### config.mk
export PLATFORM = sky130hd
export DESIGN_NAME = issue_unit_flat
export DESIGN_NICKNAME = d
export VERILOG_FILES = /design/src/rtl/issue_unit_if.sv /design/src/rtl/issue_unit.sv /design/src/flat_wrapper.sv
export SDC_FILE = /design/constraint.sdc
export NUM_CORES = 1
export LEC_CHECK = 0
export CAP_MARGIN = 20
export CORE_ASPECT_RATIO = 1.1
export CORE_UTILIZATION = 25
export DETAILED_ROUTE_END_ITERATION = 16
export HOLD_SLACK_MARGIN = 0.03
export PLACE_DENSITY = 0.47
export SYNTH_ARGS = -nofsm -noshare
export SYNTH_HDL_FRONTEND = slang
export SYNTH_SLANG_ARGS = --single-unit
export TNS_END_PERCENT = 10
### constraint.sdc
create_clock -name clk -period 1.6 [get_ports clk]
set_input_delay 0.16 -clock clk [delete_from_list [all_inputs] [get_ports clk]]
set_output_delay 0.16 -clock clk [all_outputs]
set_load 0.01 [all_outputs]
### src/rtl/issue_unit_if.sv
// Issue handshake bundle between the four execution queues and the issue arbiter.
// The CDB reservation vector is exported as [DIV_LAT-2:0]; bit k-1 means the CDB is taken k cycles ahead.
interface issue_unit_if #(
    parameter int unsigned DIV_LAT = 7
);
    logic                 issueint_ready;
    logic                 issueint_done;
    logic                 issuemul_ready;
    logic                 issuemul_done;
    logic                 issuediv_ready;
    logic                 issuediv_done;
    logic                 issueldst_ready;
    logic                 issueldst_done;
    logic [DIV_LAT-2:0]   issue_cdb_slot;
    logic                 issue_div_busy;

    // Queue side: raises ready, sees grants and reservation status.
    modport master (
        output issueint_ready,
        output issuemul_ready,
        output issuediv_ready,
        output issueldst_ready,
        input  issueint_done,
        input  issuemul_done,
        input  issuediv_done,
        input  issueldst_done,
        input  issue_cdb_slot,
        input  issue_div_busy
    );

    // Arbiter side.
    modport slave (
        input  issueint_ready,
        input  issuemul_ready,
        input  issuediv_ready,
        input  issueldst_ready,
        output issueint_done,
        output issuemul_done,
        output issuediv_done,
        output issueldst_done,
        output issue_cdb_slot,
        output issue_div_busy
    );
endinterface

### src/rtl/issue_unit.sv
// Central issue arbiter: at most one grant per cycle (div > mul > int/ldst round-robin),
// reserving the single CDB slot the granted instruction will write and tracking the divider.
module issue_unit #(
    parameter int unsigned MUL_LAT = 4,
    parameter int unsigned DIV_LAT = 7
) (
    input  logic          clk,
    input  logic          reset,
    issue_unit_if.slave   issue_bus
);
    localparam int unsigned CNT_W = $clog2(DIV_LAT);

    typedef enum logic {
        PREF_INT  = 1'b0,
        PREF_LDST = 1'b1
    } lru_e;

    logic [DIV_LAT-1:1] r_slot;
    logic [CNT_W-1:0]   r_div_cnt;
    lru_e               r_lru;

    logic               w_div_elig;
    logic               w_mul_elig;
    logic               w_int_elig;
    logic               w_ldst_elig;

    logic               w_div_grant;
    logic               w_mul_grant;
    logic               w_int_grant;
    logic               w_ldst_grant;

    logic [DIV_LAT-1:1] w_slot_next;
    logic [CNT_W-1:0]   w_div_cnt_next;
    lru_e               w_lru_next;

    // A div result lands DIV_LAT cycles out, beyond every stored slot, so it never collides.
    assign w_div_elig  = issue_bus.issuediv_ready  & (r_div_cnt == '0);
    assign w_mul_elig  = issue_bus.issuemul_ready  & ~r_slot[MUL_LAT];
    assign w_int_elig  = issue_bus.issueint_ready  & ~r_slot[1];
    assign w_ldst_elig = issue_bus.issueldst_ready & ~r_slot[1];

    always_comb begin
        w_div_grant  = 1'b0;
        w_mul_grant  = 1'b0;
        w_int_grant  = 1'b0;
        w_ldst_grant = 1'b0;
        if (!reset) begin
            if (w_div_elig) begin
                w_div_grant = 1'b1;
            end else if (w_mul_elig) begin
                w_mul_grant = 1'b1;
            end else if (w_int_elig && w_ldst_elig) begin
                if (r_lru == PREF_INT) begin
                    w_int_grant = 1'b1;
                end else begin
                    w_ldst_grant = 1'b1;
                end
            end else if (w_int_elig) begin
                w_int_grant = 1'b1;
            end else if (w_ldst_elig) begin
                w_ldst_grant = 1'b1;
            end
        end
    end

    // Latency-1 grants use the CDB on the next edge, which was already checked free, so nothing is stored.
    always_comb begin
        w_slot_next                = {1'b0, r_slot[DIV_LAT-1:2]};
        w_slot_next[DIV_LAT-1]     = w_div_grant;
        w_slot_next[MUL_LAT-1]     = w_slot_next[MUL_LAT-1] | w_mul_grant;
    end

    always_comb begin
        w_div_cnt_next = r_div_cnt;
        if (w_div_grant) begin
            w_div_cnt_next = CNT_W'(DIV_LAT - 1);
        end else if (r_div_cnt != '0) begin
            w_div_cnt_next = r_div_cnt - CNT_W'(1);
        end
    end

    always_comb begin
        w_lru_next = r_lru;
        if (w_int_grant) begin
            w_lru_next = PREF_LDST;
        end else if (w_ldst_grant) begin
            w_lru_next = PREF_INT;
        end
    end

    always_ff @(posedge clk) begin
        if (reset) begin
            r_slot    <= '0;
            r_div_cnt <= '0;
            r_lru     <= PREF_INT;
        end else begin
            r_slot    <= w_slot_next;
            r_div_cnt <= w_div_cnt_next;
            r_lru     <= w_lru_next;
        end
    end

    assign issue_bus.issuediv_done  = w_div_grant;
    assign issue_bus.issuemul_done  = w_mul_grant;
    assign issue_bus.issueint_done  = w_int_grant;
    assign issue_bus.issueldst_done = w_ldst_grant;
    assign issue_bus.issue_cdb_slot = r_slot;
    assign issue_bus.issue_div_busy = (r_div_cnt != '0);

endmodule
### src/flat_wrapper.sv
// flat-port wrapper written by rule: the top's interface ports become plain ports
module issue_unit_flat 
#(
    parameter int unsigned MUL_LAT = 4,
    parameter int unsigned DIV_LAT = 7
)
  (clk, reset, issue_bus_issueint_ready, issue_bus_issuemul_ready, issue_bus_issuediv_ready, issue_bus_issueldst_ready, issue_bus_issueint_done, issue_bus_issuemul_done, issue_bus_issuediv_done, issue_bus_issueldst_done, issue_bus_issue_cdb_slot, issue_bus_issue_div_busy);
  issue_unit_if #(.DIV_LAT(DIV_LAT)) issue_bus_i ();
  input  logic clk;
  input  logic reset;
  input wire logic [$bits(issue_bus_i.issueint_ready)-1:0] issue_bus_issueint_ready;
  input wire logic [$bits(issue_bus_i.issuemul_ready)-1:0] issue_bus_issuemul_ready;
  input wire logic [$bits(issue_bus_i.issuediv_ready)-1:0] issue_bus_issuediv_ready;
  input wire logic [$bits(issue_bus_i.issueldst_ready)-1:0] issue_bus_issueldst_ready;
  output wire logic [$bits(issue_bus_i.issueint_done)-1:0] issue_bus_issueint_done;
  output wire logic [$bits(issue_bus_i.issuemul_done)-1:0] issue_bus_issuemul_done;
  output wire logic [$bits(issue_bus_i.issuediv_done)-1:0] issue_bus_issuediv_done;
  output wire logic [$bits(issue_bus_i.issueldst_done)-1:0] issue_bus_issueldst_done;
  output wire logic [$bits(issue_bus_i.issue_cdb_slot)-1:0] issue_bus_issue_cdb_slot;
  output wire logic [$bits(issue_bus_i.issue_div_busy)-1:0] issue_bus_issue_div_busy;
  assign issue_bus_i.issueint_ready = issue_bus_issueint_ready;
  assign issue_bus_i.issuemul_ready = issue_bus_issuemul_ready;
  assign issue_bus_i.issuediv_ready = issue_bus_issuediv_ready;
  assign issue_bus_i.issueldst_ready = issue_bus_issueldst_ready;
  assign issue_bus_issueint_done = issue_bus_i.issueint_done;
  assign issue_bus_issuemul_done = issue_bus_i.issuemul_done;
  assign issue_bus_issuediv_done = issue_bus_i.issuediv_done;
  assign issue_bus_issueldst_done = issue_bus_i.issueldst_done;
  assign issue_bus_issue_cdb_slot = issue_bus_i.issue_cdb_slot;
  assign issue_bus_issue_div_busy = issue_bus_i.issue_div_busy;
  issue_unit #(.MUL_LAT(MUL_LAT), .DIV_LAT(DIV_LAT)) u_core (.clk(clk), .reset(reset), .issue_bus(issue_bus_i));
endmodule
---- Word-level counts from Yosys, hierarchy flattened ----
Cells that the tools add are included.
storage, ports and cells
  register bits after elaboration ......... 10
  output and inout port bits .............. 11
  word-level logic and storage cells ...... 40
operators by class
  add/sub/neg operators ................... 1
  multiplexer cells ....................... 22
  bitwise operators ....................... 7
  reductions and logical operators ........ 6
operators by type and width
  kind                   count
  $mux W1                20
  $mux W3                2
  $and A1 B1 Y1          4
  $reduce_bool A2 Y1     2
  $logic_not A3 Y1       1
  $reduce_bool A3 Y1     1
  $sub A3 B1 Y3 const B  1
  $not A1 Y1             2
  $reduce_or A2 Y1       1
  $logic_and A1 B1 Y1    1
  $or A1 B1 Y1           1

---- Logic depth before layout (Yosys ltp) ----
Gate-level depths: netlist (run 1).
  depth after elaboration ................. 10
  mapped depth ............................ 5

---- Worst setup path before layout (run 1) ----
No wires, ideal clock.
  kind .................................... reg2out
  start point ............................. register u_core.r_div_cnt[2]
  end point ............................... output issue_bus_issueint_done
  arrival time ............................ 1.162 ns
  required time ........................... 1.440 ns
  path slack .............................. 0.278 ns
  cell stages (with the launch flop) ...... 6
  buffers on the path ..................... 0
  cell sequence ........................... dfxtp_1 -> inv_1 -> ha_1 -> a21oi_1 -> nand4b_1 -> a21oi_1
on the way
  longest elaborated chain between the ends .. 4
ends and longest elaborated chain
  element                 line                source
  from (decl)             issue_unit.sv:19    logic [CNT_W-1:0] r_div_cnt;
  from (signal assigned)  issue_unit.sv:98    r_div_cnt <= w_div_cnt_next;
  $logic_not A3 Y1        issue_unit.sv:37    assign w_div_elig = issue_bus.issuediv_ready & (r_div_cnt == '0);
  $and A1 B1 Y1           issue_unit.sv:37
  $mux W1                 issue_unit.sv:48    if (w_div_elig) begin
  $mux W1                 issue_unit.sv:47    if (!reset) begin
  to (decl)               flat_wrapper.sv:15  output wire logic [$bits(issue_bus_i.issueint_done)-1:0] issue_bus_issueint_done;
No other way between the ends.

---- Worst setup path in the final report (run 1) ----
  start point ............................. register u_core.r_div_cnt[0]
  end point ............................... output issue_bus_issueldst_done
on the way
  longest elaborated chain between the ends .. 4
ends and longest elaborated chain
  element           line                source
  $logic_not A3 Y1  issue_unit.sv:37
  $and A1 B1 Y1     issue_unit.sv:37
  $mux W1           issue_unit.sv:48
  $mux W1           issue_unit.sv:47
  to (decl)         flat_wrapper.sv:18  output wire logic [$bits(issue_bus_i.issueldst_done)-1:0] issue_bus_issueldst_done;
No other way between the ends.

==> metrics.log, run 1 <==
[metrics] final setup violation count: 0
[metrics] via total after detailed routing: about 410
[metrics] minimum clock period: approximately 1.6 ns
[metrics] number of diodes: 0
[metrics] Clk pin slew, worst setup/hold paths: 0.07 ns
[metrics] setup TNS: 0 ns
[metrics] worst hold path type: flip-flop to flip-flop
[metrics] wire length on met1: between 400 and 500 um
[metrics] met2 wire len: between 400 and 500 um
[metrics] total clock buffers created by CTS: 3
[metrics] final count of hold timing violations: 0
[metrics] endpoint arrival time on the critical path: between 1 and 1.5 ns
[metrics] setup slack of the worst register-to-register path: 0.20 ns
[metrics] startpoint types: flip-flop
[metrics] clock root cell: clkbuf_4
[metrics] highest metal layer used by the detailed router: met4
[metrics] ratio of cells with drive above 1 in the final layout: a little under two fifths
[metrics] Post-Route Hold Slack: around 0.46 ns
[metrics] number of sinks handled by clock tree synthesis: 10
[metrics] initial core utilization: about 28%
[metrics] remaining global-route overflow: 0
[metrics] worst rel slew slack: around 88%
[metrics] final estimated routing congestion in global placement: a little over 0.6
[metrics] max-slew violations: 0
[metrics] maximum count of clock buffers along a single path: 2
[metrics] register area share after synthesis: between 40% and 50%
[metrics] first drt pass iteration count: 1
[metrics] number of register bits inferred by synthesis: 10
[metrics] hold-fix buffer count after cts: 0
[metrics] HPWL after DPL: about 700 um
[metrics] number of I/O port buffers: 16
[metrics] area of the die: about 2000 um2
[metrics] routed wire length: approximately 950 um
[metrics] synthesized area divided by synthesized cell count: about 9 um2
[metrics] final routed DRC violation total: 0
[metrics] largest net degree at the start of global routing: 8
[metrics] clock network latency to the later pin of the worst-skew pair: between 0.2 and 0.3 ns
[metrics] type of element capturing the critical path: output port
[metrics] RSZ-0062 raised after global routing: yes
[metrics] Synth-to-Final Area Change: 59.8%
[metrics] Rows: 15
[metrics] die boundary width: between 40 and 50 um
[metrics] net count after synthesis: just under 60
[metrics] Top-Level Pins: 17
[metrics] vias in the first global route: 400
[metrics] Avg WL per Cell: 10.2 um
[metrics] final design area excluding fillers: roughly 720 um2
[metrics] slew of the pin with the lowest slew margin: between 0.15 and 0.2 ns
[metrics] commonest cells after routing, fill and taps aside: clkdlybuf4s50_1, buf_4, dfxtp_1, inv_1, nor2_1
[metrics] Static Leakage: ~0.00033 uW
[metrics] die height: approximately 47 um
[metrics] cell area after synthesis: between 400 and 500 um2
[metrics] overall global routing resource usage: about 11%
[metrics] TritonCTS clock tree: done
[metrics] count of mapped cells out of synthesis: 50
[metrics] mean number of vias per cell: 4.38
[metrics] Clock H-tree levels: 1
[metrics] placed cell areas: between 600 and 700 um2
[metrics] Post-Route Skew: about 0.0033 ns
[metrics] Post-DRT Antenna Nets: 0
[metrics] amount of wire on met3 after detailed routing: 37 um
[metrics] post-placement worst setup slack: -0.209 ns
[metrics] drt initial violations: 0
[metrics] count of warnings emitted by yosys: 0
[metrics] post-synth cell types: 20
[metrics] initial antenna violation count: 0
[metrics] Floorplan Core Area: approximately 1600 um2
[metrics] final worst-path cycle share: a little over nine tenths
[metrics] worst path setup slack after routing: ~0.032 ns
[metrics] run status: completed
[metrics] global-route wire length before repair: about 1.6 mm
[metrics] number of nets at the end of the flow: 85
[metrics] highest net fanout along the worst path: 3
[metrics] Layout Utilization: 44.2%
[metrics] Fmax: approximately 640 MHz
[metrics] path type of the worst setup path: flip-flop to output port
[metrics] Power Dens Cells: 1530 nW/um2
[metrics] Worst IR Drop VDD: a little under 0.8 mV
[metrics] Data required, critical path: roughly 1.4 ns
[metrics] Filler Cell Count: about 180
[metrics] max-capacitance violation count: 0
synthesized netlist by cell type:
master / n / area, um2
a211oi_1: 1 / 7.51
a21o_1: 1 / 7.51
a21oi_1: 4 / 20.0
a31oi_1: 1 / 6.26
buf_2: 1 / 5.00
buf_4: 4 / 30.0
dfxtp_1: 10 / 200
ha_1: 2 / 25.0
inv_1: 5 / 18.8
nand2_1: 2 / 7.51
nand2_2: 1 / 6.26
nand2b_1: 1 / 6.26
nand3_1: 1 / 5.00
nand3b_1: 1 / 7.51
nand4b_1: 2 / 17.5
nor2_1: 6 / 22.5
nor2b_1: 4 / 25.0
nor3b_4: 1 / 18.8
o2bb2ai_1: 1 / 8.76
or2_2: 1 / 6.26
stage by stage:
step                      total power, uW  cells
after floorplan                       599     50
after global placement                855     87
after detailed placement              852     87
after CTS                            1100     92
after global routing                 1190     93
final                                1100     93
report_power, final:
| group | total [uW] | internal, uW | leakage [uW] | switching [uW] |
|---|---|---|---|---|
| combinational | 519 | 293 | 0.000223 | 226 |
| sequential | 353 | 312 | 0.0000827 | 40.8 |
| clock | 230 | 138 | 0.0000210 | 92.0 |
| total | 1100 | 743 | 0.000327 | 359 |
cell families (layout without fill, tap and decap cells):
logic type	after synthesis	after routing	synth area share [%]
AO/OA/AOI/OAI	8	8	11.1
AND/OR/NAND/NOR	20	20	27.1
flip-flops	10	10	44.3
adder cells (fa/ha/maj)	2	2	5.54
buffers and inverters	10	36	11.9
worst paths after layout:
check                                           from                            endpoint  depth (start not counted)
setup / recovery                 u_core.r_div_cnt[0]            issue_bus_issueldst_done                          6
setup reg to reg                 u_core.r_div_cnt[0]                 u_core.r_div_cnt[1]                          7
hold / removal    u_core.issue_bus.issue_cdb_slot[4]  u_core.issue_bus.issue_cdb_slot[3]                          1
hold reg to reg   u_core.issue_bus.issue_cdb_slot[4]  u_core.issue_bus.issue_cdb_slot[3]                          1
layer usage:
layer  GRT usage [%]  up-vias
li1                -      211
met1            11.7      183
met2            18.5       11
met3            2.75        2
met4            9.38        0
met5               0        -
state kept, by name, summed over array words and instances, names as in the netlist:
register and cells:
u_core.issue_bus.issue_cdb_slot 6, u_core.r_div_cnt 3, u_core.r_lru 1
critical path, stage by stage (launching register included):
cell      delay [ns]
dfxtp_2         0.36
nor2_4          0.04
ha_2            0.18
a21oi_2         0.14
nand4b_1        0.14
a21oi_1         0.14
buf_2           0.14
repair_timing:
action,CTS,global route
endpoints found under the setup margin,5,5
resized for setup,20,5
buffers inserted,1,1
pin swaps,1,2
area by class of cell:
| type | instances | area [um2] | share of cell area [%] |
|---|---|---|---|
| Timing Repair Buffer | 27 | 223 | 30.8 |
| Multi-Input combinational cell | 30 | 220 | 30.5 |
| Sequential cell | 10 | 203 | 28.1 |
| Clock buffer | 4 | 36.3 | 5.03 |
| Tap cell | 17 | 21.3 | 2.95 |
| Inverter | 5 | 18.8 | 2.60 |
(Power assumes the default switching activity.)
==> run 2: changes to the inputs <==
Settings changed: CTS_CLUSTER_DIAMETER set to 120.
==> results of run 2 <==
The final DEF is identical to that of run 1; final timing and power are the same.
==> run 3: changes to the inputs <==
Settings changed: PLACE_DENSITY 0.47 to 0.49.
Clock period 1.6 ns to 1.4 ns, I/O delays scaled along.
==> metrics.log, run 3 (synthesis gave the netlist of run 1 again) <==
[metrics] max-slew violations: 0 (unchanged)
[metrics] endpoint arrival time on the critical path: 1.36 ns (was 1.41 ns)
[metrics] Cell Chain, Critical Path: nor2_4 > ha_4 > a21oi_2 > nand4b_1 > a21oi_1 > buf_2 (was nor2_4 > ha_2 > a21oi_2 > nand4b_1 > a21oi_1 > buf_2)
[metrics] WHS Endpoint: u_core.issue_bus.issue_cdb_slot[0] (was u_core.issue_bus.issue_cdb_slot[3])
[metrics] final worst-path cycle share: 107%
[metrics] global-route wire length before repair: 1.65 mm (was 1.56 mm)
[metrics] clock root cell: clkbuf_4 (unchanged)
[metrics] vias in the first global route: 407 (was 400)
[metrics] hold-fix buffer count after cts: 0 (unchanged)
[metrics] final routed DRC violation total: 0 (unchanged)
[metrics] clock network latency to the later pin of the worst-skew pair: 0.26 ns (about the same)
[metrics] remaining global-route overflow: 0 (unchanged)
[metrics] number of placed instances, taps included: 90 (was 87)
[metrics] total clock buffers created by CTS: 3 (unchanged)
[metrics] worst rel slew slack: 87.8% (was 88.0%)
[metrics] via total after detailed routing: 427 (was 407)
[metrics] Critical-path top delay cell: dfxtp_4 (was dfxtp_2)
[metrics] final estimated routing congestion in global placement: 0.679 (was 0.623)
[metrics] area of the die: 1980 um2 (unchanged)
[metrics] source of the worst hold timing path: u_core.issue_bus.issue_cdb_slot[1] (was u_core.issue_bus.issue_cdb_slot[4])
[metrics] run status: complete, but fails checks (was completed)
[metrics] Static Leakage: 0.000367 uW (was 0.000327 uW)
[metrics] slew of the pin with the lowest slew margin: 0.184 ns (was 0.180 ns)
[metrics] maximum count of clock buffers along a single path: 2 (unchanged)
[metrics] Sequential Area: 206 um2 (was 203 um2)
[metrics] Clock H-tree levels: 1 (unchanged)
[metrics] flip-flop count of the largest register, all copies and words added: 6 (unchanged)
[metrics] RR Startpoint: u_core.r_div_cnt[0] (unchanged)
[metrics] final design area excluding fillers: 802 um2 (was 722 um2)
[metrics] drt initial violations: 4 (was 0)
[metrics] number of cells on the worst reg-to-reg path: 9 (was 7)
[metrics] violations in the final reports: negative setup slack
[metrics] post-route insts no fill: 100 (was 93)
[metrics] final count of hold timing violations: 0 (unchanged)
[metrics] number of I/O port buffers: 16 (unchanged)
[metrics] highest net fanout along the worst path: 3 (unchanged)
[metrics] Avg WL per Cell: 10.5 um (was 10.2 um)
[metrics] Hold Crit Depth: 1 (unchanged)
[metrics] path type of the worst setup path: flip-flop to output port (unchanged)
[metrics] number of sinks handled by clock tree synthesis: 10 (unchanged)
[metrics] largest net degree at the start of global routing: 9 (was 8)
[metrics] placed cell areas: 688 um2 (was 666 um2)
[metrics] worst hold path type: flip-flop to flip-flop (unchanged)
[metrics] Worst Path Buf+Inv: 1 (unchanged)
[metrics] Worst IR Drop VDD: 0.924 mV (was 0.795 mV)
[metrics] Synth-to-Final Area Change: 77.6% (was 59.8%)
[metrics] Floorplan Core Area: 1630 um2 (unchanged)
[metrics] Fmax: approximately 670 MHz
[metrics] TritonCTS clock tree: done (unchanged)
[metrics] Top-Level Pins: 17 (unchanged)
[metrics] leading cell type in the layout, fill and taps excluded: buf_4
[metrics] initial antenna violation count: 0 (unchanged)
[metrics] initial core utilization: 27.7% (unchanged)
[metrics] number of nets at the end of the flow: 93 (was 85)
[metrics] die boundary width: 42.5 um (unchanged)
[metrics] number of diodes: 0 (unchanged)
[metrics] setup slack of the worst register-to-register path: -0.09 ns (was 0.20 ns)
[metrics] first drt pass iteration count: 4 (was 1)
[metrics] routed wire length: 1.05 mm (was 946 um)
[metrics] overall global routing resource usage: 11.4% (was 11.0%)
[metrics] ratio of cells with drive above 1 in the final layout: 47.0% (was 36.8%)
[metrics] Data required, critical path: 1.26 ns (was 1.44 ns)
[metrics] Post-Route Skew: 0.000301 ns (was 0.00328 ns)
[metrics] setup TNS: -0.341 ns (was 0 ns)
[metrics] die height: 46.6 um (unchanged)
[metrics] RSZ-0062 raised after global routing: yes (unchanged)
[metrics] Post-Route Hold Slack: 0.464 ns (was 0.462 ns)
[metrics] crit-path max cell delay: 0.36 ns (about the same)
[metrics] minimum clock period: between 1.5 and 2 ns
[metrics] HPWL after DPL: 745 um (was 703 um)
[metrics] Rows: 15 (unchanged)
[metrics] commonest cells after routing, fill and taps aside: buf_4, clkdlybuf4s50_1, dfxtp_1 (was clkdlybuf4s50_1, buf_4, dfxtp_1, inv_1, nor2_1)
[metrics] Filler Cell Count: 158 (was 176)
[metrics] Post-DRT Antenna Nets: 0 (unchanged)
[metrics] worst path setup slack after routing: -0.103 ns (was 0.0317 ns)
[metrics] endpoint of the most critical register-to-register path: u_core.r_lru (was u_core.r_div_cnt[1])
[metrics] final setup violation count: 4 (was 0)
[metrics] type of element capturing the critical path: output port (unchanged)
[metrics] Power Dens Cells: 1770 nW/um2 (was 1530 nW/um2)
[metrics] startpoint types: flip-flop (unchanged)
[metrics] multi-input logic area: 235 um2 (was 220 um2)
[metrics] CP top delay family: flip-flops (unchanged)
[metrics] mean number of vias per cell: 4.27 (was 4.38)
[metrics] max-capacitance violation count: 0 (unchanged)
[metrics] post-placement worst setup slack: -0.352 ns (was -0.209 ns)
[metrics] Clk pin slew, worst setup/hold paths: 0.06 ns (was 0.07 ns)
[run 3: worst max path at each step]
stage | cells after the start | slack, ns | endpoint | startpoint
finish | 6 | -0.10 | issue_bus_issueint_done | u_core.r_div_cnt[0]
global route | 6 | -0.22 | issue_bus_issueint_done | u_core.r_div_cnt[1]
CTS | 6 | -0.12 | issue_bus_issueint_done | u_core.r_div_cnt[0]
detailed placement | 5 | -0.35 | issue_bus_issueldst_done | issue_bus_issuediv_ready
global placement | 5 | -0.34 | issue_bus_issuemul_done | issue_bus_issuediv_ready
floorplan | 5 | 0.1 | issue_bus_issueint_done | u_core.r_div_cnt[2]
[run 3: layer usage]
| layer | routed length, um | GRT usage (%) |
|---|---|---|
| met1 | 544 | 15.2 |
| met4 | 0 | 5.63 |
| met3 | 61 | 3.53 |
| met5 | 0 | 0 |
| met2 | 449 | 16.6 |
[run 3: report_power, final]
part	switching, uW	internal [uW]
clock network	89.8	98.9
logic	330	488
registers	48.1	365
total	467	951
[run 3: what timing repair did]
item,4_1_cts,5_1_grt
buffers inserted,6,1
endpoints found under the setup margin,6,8
resized for setup,31,7
pin swaps,4,5
[run 3: cell type report]
| cell class | count | area share [%] |
|---|---|---|
| inverters | 5 | 2.65 |
| multi-input cells | 30 | 29.3 |
| repair buffers | 35 | 36.8 |
| well taps | 17 | 2.65 |
| clock buffers | 3 | 2.81 |
| flip-flops and latches | 10 | 25.7 |
[run 3: stage by stage]
stage	total power (uW)	utilization [%]
2_1_floorplan	685	-
3_3_place_gp	1000	42.1
3_5_place_dp	1000	42.1
4_1_cts	1320	47.1
5_1_grt	1520	49.1
6_report	1420	49.1
[run 3: worst register-to-register path: cells and delay by family, from the launching register on]
| kind | cells | cell delay, ns |
|---|---|---|
| adders and majority gates | 1 | 0.15 |
| buffers and inverters | 4 | 0.52 |
| DFF | 1 | 0.36 |
| and+or+nand+nor | 2 | 0.17 |
| AOI/OAI and AO/OA | 2 | 0.23 |
